`config.mk`:
```
export PLATFORM = sky130hd
export DESIGN_NAME = k_fifo2_ctrl
export DESIGN_NICKNAME = d
export VERILOG_FILES = /design/src/rtl/k_fifo2_ctrl.sv
export SDC_FILE = /design/constraint.sdc
export NUM_CORES = 1
export LEC_CHECK = 0
export ABC_AREA = 1
export CAP_MARGIN = 15
export CORE_UTILIZATION = 44
export CTS_CLUSTER_DIAMETER = 150
export DETAILED_ROUTE_END_ITERATION = 10
export PLACE_DENSITY = 0.83
export SLEW_MARGIN = 15
export SYNTH_ARGS = -nofsm -noshare
export SYNTH_HDL_FRONTEND = slang
export SYNTH_SLANG_ARGS = --single-unit
```
`constraint.sdc`:
```
create_clock -name clk -period 1.8 [get_ports clk]
set_clock_uncertainty 0.05 [all_clocks]
set_input_delay 0.54 -clock clk [delete_from_list [all_inputs] [get_ports clk]]
set_output_delay 0.54 -clock clk [all_outputs]
set_load 0.05 [all_outputs]
```
`src/rtl/k_fifo2_ctrl.sv`:
```
// k_fifo2_ctrl: pointer and flow-control sequencer for a 2-entry FIFO built
// around an external 2-entry dual-port RAM. The RAM writes on the clk edge
// when ram_wen is high and reads asynchronously. This block carries no data.
//
// Ports:
//   clk, rst_n        clock, asynchronous active-low reset
//   push_valid/ready  producer handshake (data goes straight to RAM d)
//   pop_valid/ready   consumer handshake (data comes from RAM q)
//   flush             synchronous empty; dominates every transfer
//   stall_clr         synchronous clear of stall_cnt
//   ram_wen/waddr     RAM write port control
//   ram_raddr         RAM read address
//   count/full/empty  occupancy status
//   stall_cnt         saturating count of producer stall cycles
module k_fifo2_ctrl #(
  parameter int STALL_W = 8
) (
  input  logic               clk,
  input  logic               rst_n,
  input  logic               push_valid,
  output logic               push_ready,
  input  logic               pop_ready,
  output logic               pop_valid,
  input  logic               flush,
  input  logic               stall_clr,
  output logic               ram_wen,
  output logic               ram_waddr,
  output logic               ram_raddr,
  output logic [1:0]         count,
  output logic               full,
  output logic               empty,
  output logic [STALL_W-1:0] stall_cnt
);

  // State encoding doubles as the occupancy count.
  typedef enum logic [1:0] {
    S_EMPTY = 2'd0,
    S_ONE   = 2'd1,
    S_FULL  = 2'd2
  } state_t;

  localparam logic [STALL_W-1:0] STALL_MAX = '1;

  state_t     state, state_n;
  logic [1:0] wptr, rptr;   // bit 0 = RAM address, bit 1 = wrap bit
  logic       push_acc, pop_acc;

  assign full       = (state == S_FULL);
  assign empty      = (state == S_EMPTY);
  assign count      = state;
  assign push_ready = !full && !flush;
  assign pop_valid  = !empty && !flush;
  assign push_acc   = push_valid && push_ready;
  assign pop_acc    = pop_valid && pop_ready;
  assign ram_wen    = push_acc;
  assign ram_waddr  = wptr[0];
  assign ram_raddr  = rptr[0];

  always_ff @(posedge clk or negedge rst_n) begin
    if (!rst_n) state <= S_EMPTY;
    else        state <= state_n;
  end

  always_comb begin
    state_n = state;
    if (flush) begin
      state_n = S_EMPTY;
    end else begin
      unique case (state)
        S_EMPTY: if (push_acc) state_n = S_ONE;
        S_ONE: begin
          if (push_acc && !pop_acc)      state_n = S_FULL;
          else if (!push_acc && pop_acc) state_n = S_EMPTY;
        end
        S_FULL:  if (pop_acc) state_n = S_ONE;
        default: state_n = S_EMPTY;
      endcase
    end
  end

  // Pointers advance only on accepted transfers, so (wptr - rptr) mod 4
  // always tracks the state register.
  always_ff @(posedge clk or negedge rst_n) begin
    if (!rst_n) begin
      wptr <= 2'd0;
      rptr <= 2'd0;
    end else if (flush) begin
      wptr <= 2'd0;
      rptr <= 2'd0;
    end else begin
      if (push_acc) wptr <= wptr + 2'd1;
      if (pop_acc)  rptr <= rptr + 2'd1;
    end
  end

  // Outside flush, push_ready is low only when full, so a stall is a
  // push attempt against a full FIFO. Clear beats a same-cycle increment.
  always_ff @(posedge clk or negedge rst_n) begin
    if (!rst_n)
      stall_cnt <= '0;
    else if (stall_clr)
      stall_cnt <= '0;
    else if (push_valid && !push_ready && !flush && stall_cnt != STALL_MAX)
      stall_cnt <= stall_cnt + 1'b1;
  end

endmodule

```
==> run metrics, run 1 <==
status=finished, violations left; failing checks=negative setup slack; busiest grt layer=met2; Layout Nets=146; area taken by multi-input logic gates=a little under 400 sq um; cts bufs inserted=3; crit-path leading delay family=flip-flops; core area=1506 sq um; # port buffers=22; max cap viols=0; Syn Area/Cell=approximately 7.4 sq um; FF/Latch Area=~300 sq um; Die Y=roughly 42 microns; CTS tree=yes; area leader, netlist=dfrtp_1; Async SR Flop Fraction=100.0%; Yosys reg bits=12; Top FF cell, synth=dfrtp_1; WL/cell=16.54 microns; Synth Net Count=104; vias per inst=approximately 5.7; post-synthesis sequential area ratio=between 40% and 50%; Post-synth EDFFs=0; largest net degree at the start of global routing=13; # clock sinks=12; layout cells sized above 1=~42%; synth warn=0; Fill cells=69; ANT cells=0; Via Count=approximately 870; hold_buf cts=0; number of distinct library cells after synthesis=20; Critical Path RT=around 1200 ps; detailed router's first-iteration violation count=41; largest buffer count on any clock path=2; HPWL after DPL=between 1500 and 2000 microns; minimum clock period=around 1900 ps; final wirelength=roughly 2500 microns; Top-Level Pins=23; grt met1 use=33.52%; count of final hold-check violations=0; Max rail drop VDD=0.0006183 V; dpl ws=-390.6 ps; first-pass GRT wire length=3608 microns; Hold WC Path Type=reg2reg; total grt overflow=0; Worst Path Max Fanout=4; total iterations of the first detailed-routing run=4; H-tree Lvls=1; total negative setup slack=-247.1 ps; ranking of synthesized cells by area=dfrtp_1 (42%), nand2_1 (13%), inv_1 (7.4%); clock slew at reported path FFs=approximately 70 ps; CP Launch Type=register; final setup fails=3; total track usage=a little over a quarter; Area Growth Syn to Fin=85.59%; Critical Path Slowest Stage Cell=dfrtp_2; Worst path max stage delay=~450 ps; Slew Limit Fails=0; most frequent cells after synthesis=nand2_1 (24), inv_1 (14), dfrtp_1 (12); Non-Filler Instances=about 150; Slew @ Worst Pin=between 300 and 400 ps; CTS root buffer=clkbuf_4; Worst setup EP type=output pin; Tcrit/Tclk final=105.3%; most frequent cell after synthesis=nand2_1; initial antenna violation count=0; fmax=between 500 and 600 MHz; met2 Resource Use GR=between 40% and 50%; worst skew pair latency=280 ps; post-route ant nets=0; die width=about 42 microns; LEAKAGE=0.6257 nW; die area=1783 sq um; GPL Wtd Cong=0.8239; DRC=0; vias in the first global route=between 700 and 800; worst setup margin=-95.04 ps; Power Density=730.5 nW/um^2; Synth top area share=42.18%; Rel. slew slack=between 70% and 80%; WP buf/inv=3; critical-path cell list=inv_2 > nand2_2 > clkinvlp_4 > nor2_4 > buf_12; Initial Utilization=a little under half; Cell Rows=14; crit path DAT=1310 ps; total power=0.9652 mW; Setup CP Type=reg2out; placed cell count=141; Netlist Area Pre-Place=around 700 sq um; Mapped Cells=96; grt met3 use=between 10% and 20%; RSZ-0062 raised after global routing=true
==> path summary, 6_finish.rpt <==
| check | to | depth (start not counted) | start | slack (ps) |
|---|---|---|---|---|
| max | pop_valid | 5 | count[0]$_DFFE_PN0P_ | -100 |
| min | rptr[0]$_DFFE_PN0P_ | 1 | rptr[0]$_DFFE_PN0P_ | 490 |
| max reg2reg | count[1]$_DFFE_PN0P_ | 9 | count[0]$_DFFE_PN0P_ | 60 |
| min reg2reg | rptr[0]$_DFFE_PN0P_ | 1 | rptr[0]$_DFFE_PN0P_ | 490 |
| max in group asynchronous | count[0]$_DFFE_PN0P_ | 2 | rst_n | 1030 |
| min in group asynchronous | wptr[0]$_DFFE_PN0P_ | 2 | rst_n | 500 |
==> per-stage QoR <==
| step | utilization, % | cell area [sq um] | hold slack [ps] |
|---|---|---|---|
| after floorplan | - | 742.0 | 194.4 |
| after global placement | 79.98 | 1205 | 476.7 |
| after detailed placement | 79.98 | 1205 | 482.2 |
| after CTS | 85.63 | 1290 | 492.5 |
| after global routing | 87.71 | 1321 | 505.7 |
| final | 87.71 | 1321 | 490.9 |
==> placed cells by master (no fill, tap or decap), drive strengths merged <==
cell type and n:
buf 32, nand2 26, inv 14, dfrtp 12, nor2 11, nand3 9
o21ai 8, nand4 5, clkbuf 4, clkdlybuf4s50 3, nor3 3, ha 2
a21oi 2, clkdlybuf4s15 2, clkinvlp 1, o21bai 1, xor2 1, nand3b 1
==> registers in the layout, summed over array words and instances, names as in the netlist <==
| register | flops |
|---|---|
| count | 2 |
| rptr | 1 |
| stall_cnt | 8 |
| wptr | 1 |
==> report_power, final <==
group	internal, mW	switching [mW]	total (mW)
registers	0.286	0.0262	0.312
clock network	0.123	0.0927	0.216
logic	0.202	0.235	0.437
==> area by class of cell <==
cell class / instances / share of cell area [%]
Inverter: 15 / 4.735
Tap cell: 16 / 1.515
Multi-Input combinational cell: 69 / 29.92
Clock buffer: 4 / 2.746
Sequential cell: 12 / 22.92
Timing Repair Buffer: 37 / 38.16
==> layer usage <==
metal	share of wire, %	up-vias
met1	40	406
li1	-	398
met3	7.2	11
met2	50	53
met4	2.5	0
met5	0	-
==> cell families (layout without fill, tap and decap cells) <==
logic type | after synthesis | count (layout) | synth area share, %
buffers and inverters | 15 | 56 | 7.908
xor gates and xnor gates | 1 | 1 | 1.230
adders and majority gates | 2 | 2 | 3.514
DFF | 12 | 12 | 42.18
and+or+nand+nor | 55 | 55 | 36.56
AOI/OAI and AO/OA | 11 | 11 | 8.610
==> timing repair <==
item,4_1_cts,5_1_grt
pin swaps,2,3
gates resized for setup,9,2
buffers inserted,5,3
setup endpoints to repair,14,5
No activity file was read; power rests on OpenSTA's default activity.
==> run 2: changes to the inputs <==
Settings changed: SKIP_LAST_GASP set to 1.
==> run metrics, run 2 (synthesis results as in run 1) <==
status=finished, violations left; failing checks=negative setup slack; Slew @ Worst Pin=343.6 ps (+13.52 ps); post-route ant nets=0 (unchanged); fmax=540.5 MHz (+2.4%); Worst Path Max Fanout=4 (unchanged); Area Growth Syn to Fin=82.07%; hold_ws=494.2 ps (+3.238 ps); vias per inst=5.940 (+4.7%); cts bufs inserted=3 (unchanged); commonest cells after routing, fill and taps aside=nand2_1 (22), buf_12 (17), buf_4 (13); initial antenna violation count=0 (unchanged); worst skew pair latency=280 ps (about the same); Power Density=734.8 nW/um^2 (+0.60%); ANT cells=0 (unchanged); first-pass GRT wire length=3525 microns (-2.3%); Die Y=42.23 microns (unchanged); HPWL after DPL=1543 microns (unchanged); CTS tree=yes; Slew Limit Fails=0 (unchanged); vias in the first global route=786 (+1.9%); final setup fails=3 (unchanged); crit path DAT=1260 ps (-50 ps); CP Launch Type=register; count of final hold-check violations=0 (unchanged); Via Count=897 (+3.3%); LEAKAGE=0.6132 nW (-2.0%); Initial Utilization=47.26% (unchanged); GPL Wtd Cong=0.8239 (unchanged); core area=1506 sq um (unchanged); Worst setup EP type=output pin; Setup CP Type=reg2out; Critical Path RT=1210 ps (about the same); final wirelength=2483 microns (-1.9%); Max rail drop VDD=0.0005672 V (-8.3%); switch share=36.11% (-0.56 points); die area=1783 sq um (unchanged); total grt overflow=0 (unchanged); H-tree Lvls=1 (unchanged); Top-Level Pins=23 (unchanged); most common cell after layout, fill and taps aside=nand2_1; DRC=0 (unchanged); Largest Register=stall_cnt; Clk pwr share=22.7% (+0.3 points); Cell Rows=14 (unchanged); worst setup margin=-50.15 ps (+44.89 ps); Reg power frac=32.2% (about the same); total iterations of the first detailed-routing run=4 (unchanged); max cap viols=0 (unchanged); total track usage=26.62% (-0.81 points); # port buffers=22 (unchanged); Comb power frac=45.1% (-0.2 points); clock slew at reported path FFs=70 ps (about the same); largest buffer count on any clock path=2 (unchanged); Tcrit/Tclk final=102.8% (-2.5 points); Layout Nets=144 (-1.4%); RSZ-0062 raised after global routing=true; Net Sw Power=0.3439 mW (-2.8%); detailed router's first-iteration violation count=42 (+2.4%); # clock sinks=12 (unchanged); layout cells sized above 1=40.00% (-2.3 points); Hold WC Path Type=reg2reg; internal power=0.6086 mW (-0.43%); WL/cell=16.44 microns (-0.56%); die width=42.23 microns (unchanged); minimum clock period=1850 ps (-44.89 ps); number of flip-flops in the largest register=8 (unchanged); CTS root buffer=clkbuf_4; largest net degree at the start of global routing=13 (unchanged); Rel. slew slack=77.10% (-0.90 points); dpl ws=-390.6 ps (unchanged)
==> run 2: metrics by stage <==
stage	power, mW	setup TNS (ps)	cells	utilization (%)	cell area [sq um]
2_1_floorplan	0.4890	-1577	96	-	742.0
3_3_place_gp	0.6756	-3381	141	79.98	1205
3_5_place_dp	0.6843	-4442	141	79.98	1205
4_1_cts	0.9301	-62.42	150	85.05	1281
5_1_grt	0.9805	-268.3	151	86.05	1296
6_report	0.9525	-111.6	151	86.05	1296
==> run 2: area by class of cell <==
class	instances	area (sq um)
clock buffers	4	36.28
fillers	72	210.2
inverters	15	62.56
flip-flops and latches	12	302.8
multi-input cells	69	386.6
well taps	16	20.02
repair buffers	35	488.0
==> run 2: per-layer routing <==
metal  track usage, %  wire length (microns)  share of wire [%]
met5                0                      0                  0
met4            14.37                    117                4.7
met3            12.07                    243                9.8
met2            40.31                   1218                 49
met1            31.30                    904                 36
==> run 2: worst max-delay path, cell delays in order, from the launching register on <==
cell and delay, ps:
dfrtp_2 410, inv_2 60, nand2_2 90, clkinvlp_4 120
nor2_4 150, buf_12 150
==> run 2: worst paths after layout <==
| path | start | end | slack [ps] | cells past startpoint |
|---|---|---|---|---|
| min | rptr[0]$_DFFE_PN0P_ | rptr[0]$_DFFE_PN0P_ | 490 | 1 |
| max reg2reg | count[0]$_DFFE_PN0P_ | count[0]$_DFFE_PN0P_ | 120 | 9 |
| max | count[0]$_DFFE_PN0P_ | pop_valid | -50 | 5 |
| min in group asynchronous | rst_n | wptr[0]$_DFFE_PN0P_ | 500 | 2 |
| min reg2reg | rptr[0]$_DFFE_PN0P_ | rptr[0]$_DFFE_PN0P_ | 490 | 1 |
| max in group asynchronous | rst_n | count[0]$_DFFE_PN0P_ | 1030 | 2 |
==> run 2: power groups by stage <==
stage / clock network [mW] / registers (mW) / logic (mW)
CTS: 0.218 / 0.304 / 0.408
detailed placement: 0 / 0.319 / 0.365
global route: 0.229 / 0.310 / 0.442
global placement: 0 / 0.318 / 0.357
floorplan: 0 / 0.360 / 0.129
finish: 0.216 / 0.307 / 0.430
==> run 2: repair_timing <==
action,4_1_cts,5_1_grt
hold buffers,0,0
pin swaps,2,0
gates resized for setup,6,2
setup buffers,5,1
setup endpoints to repair,14,6
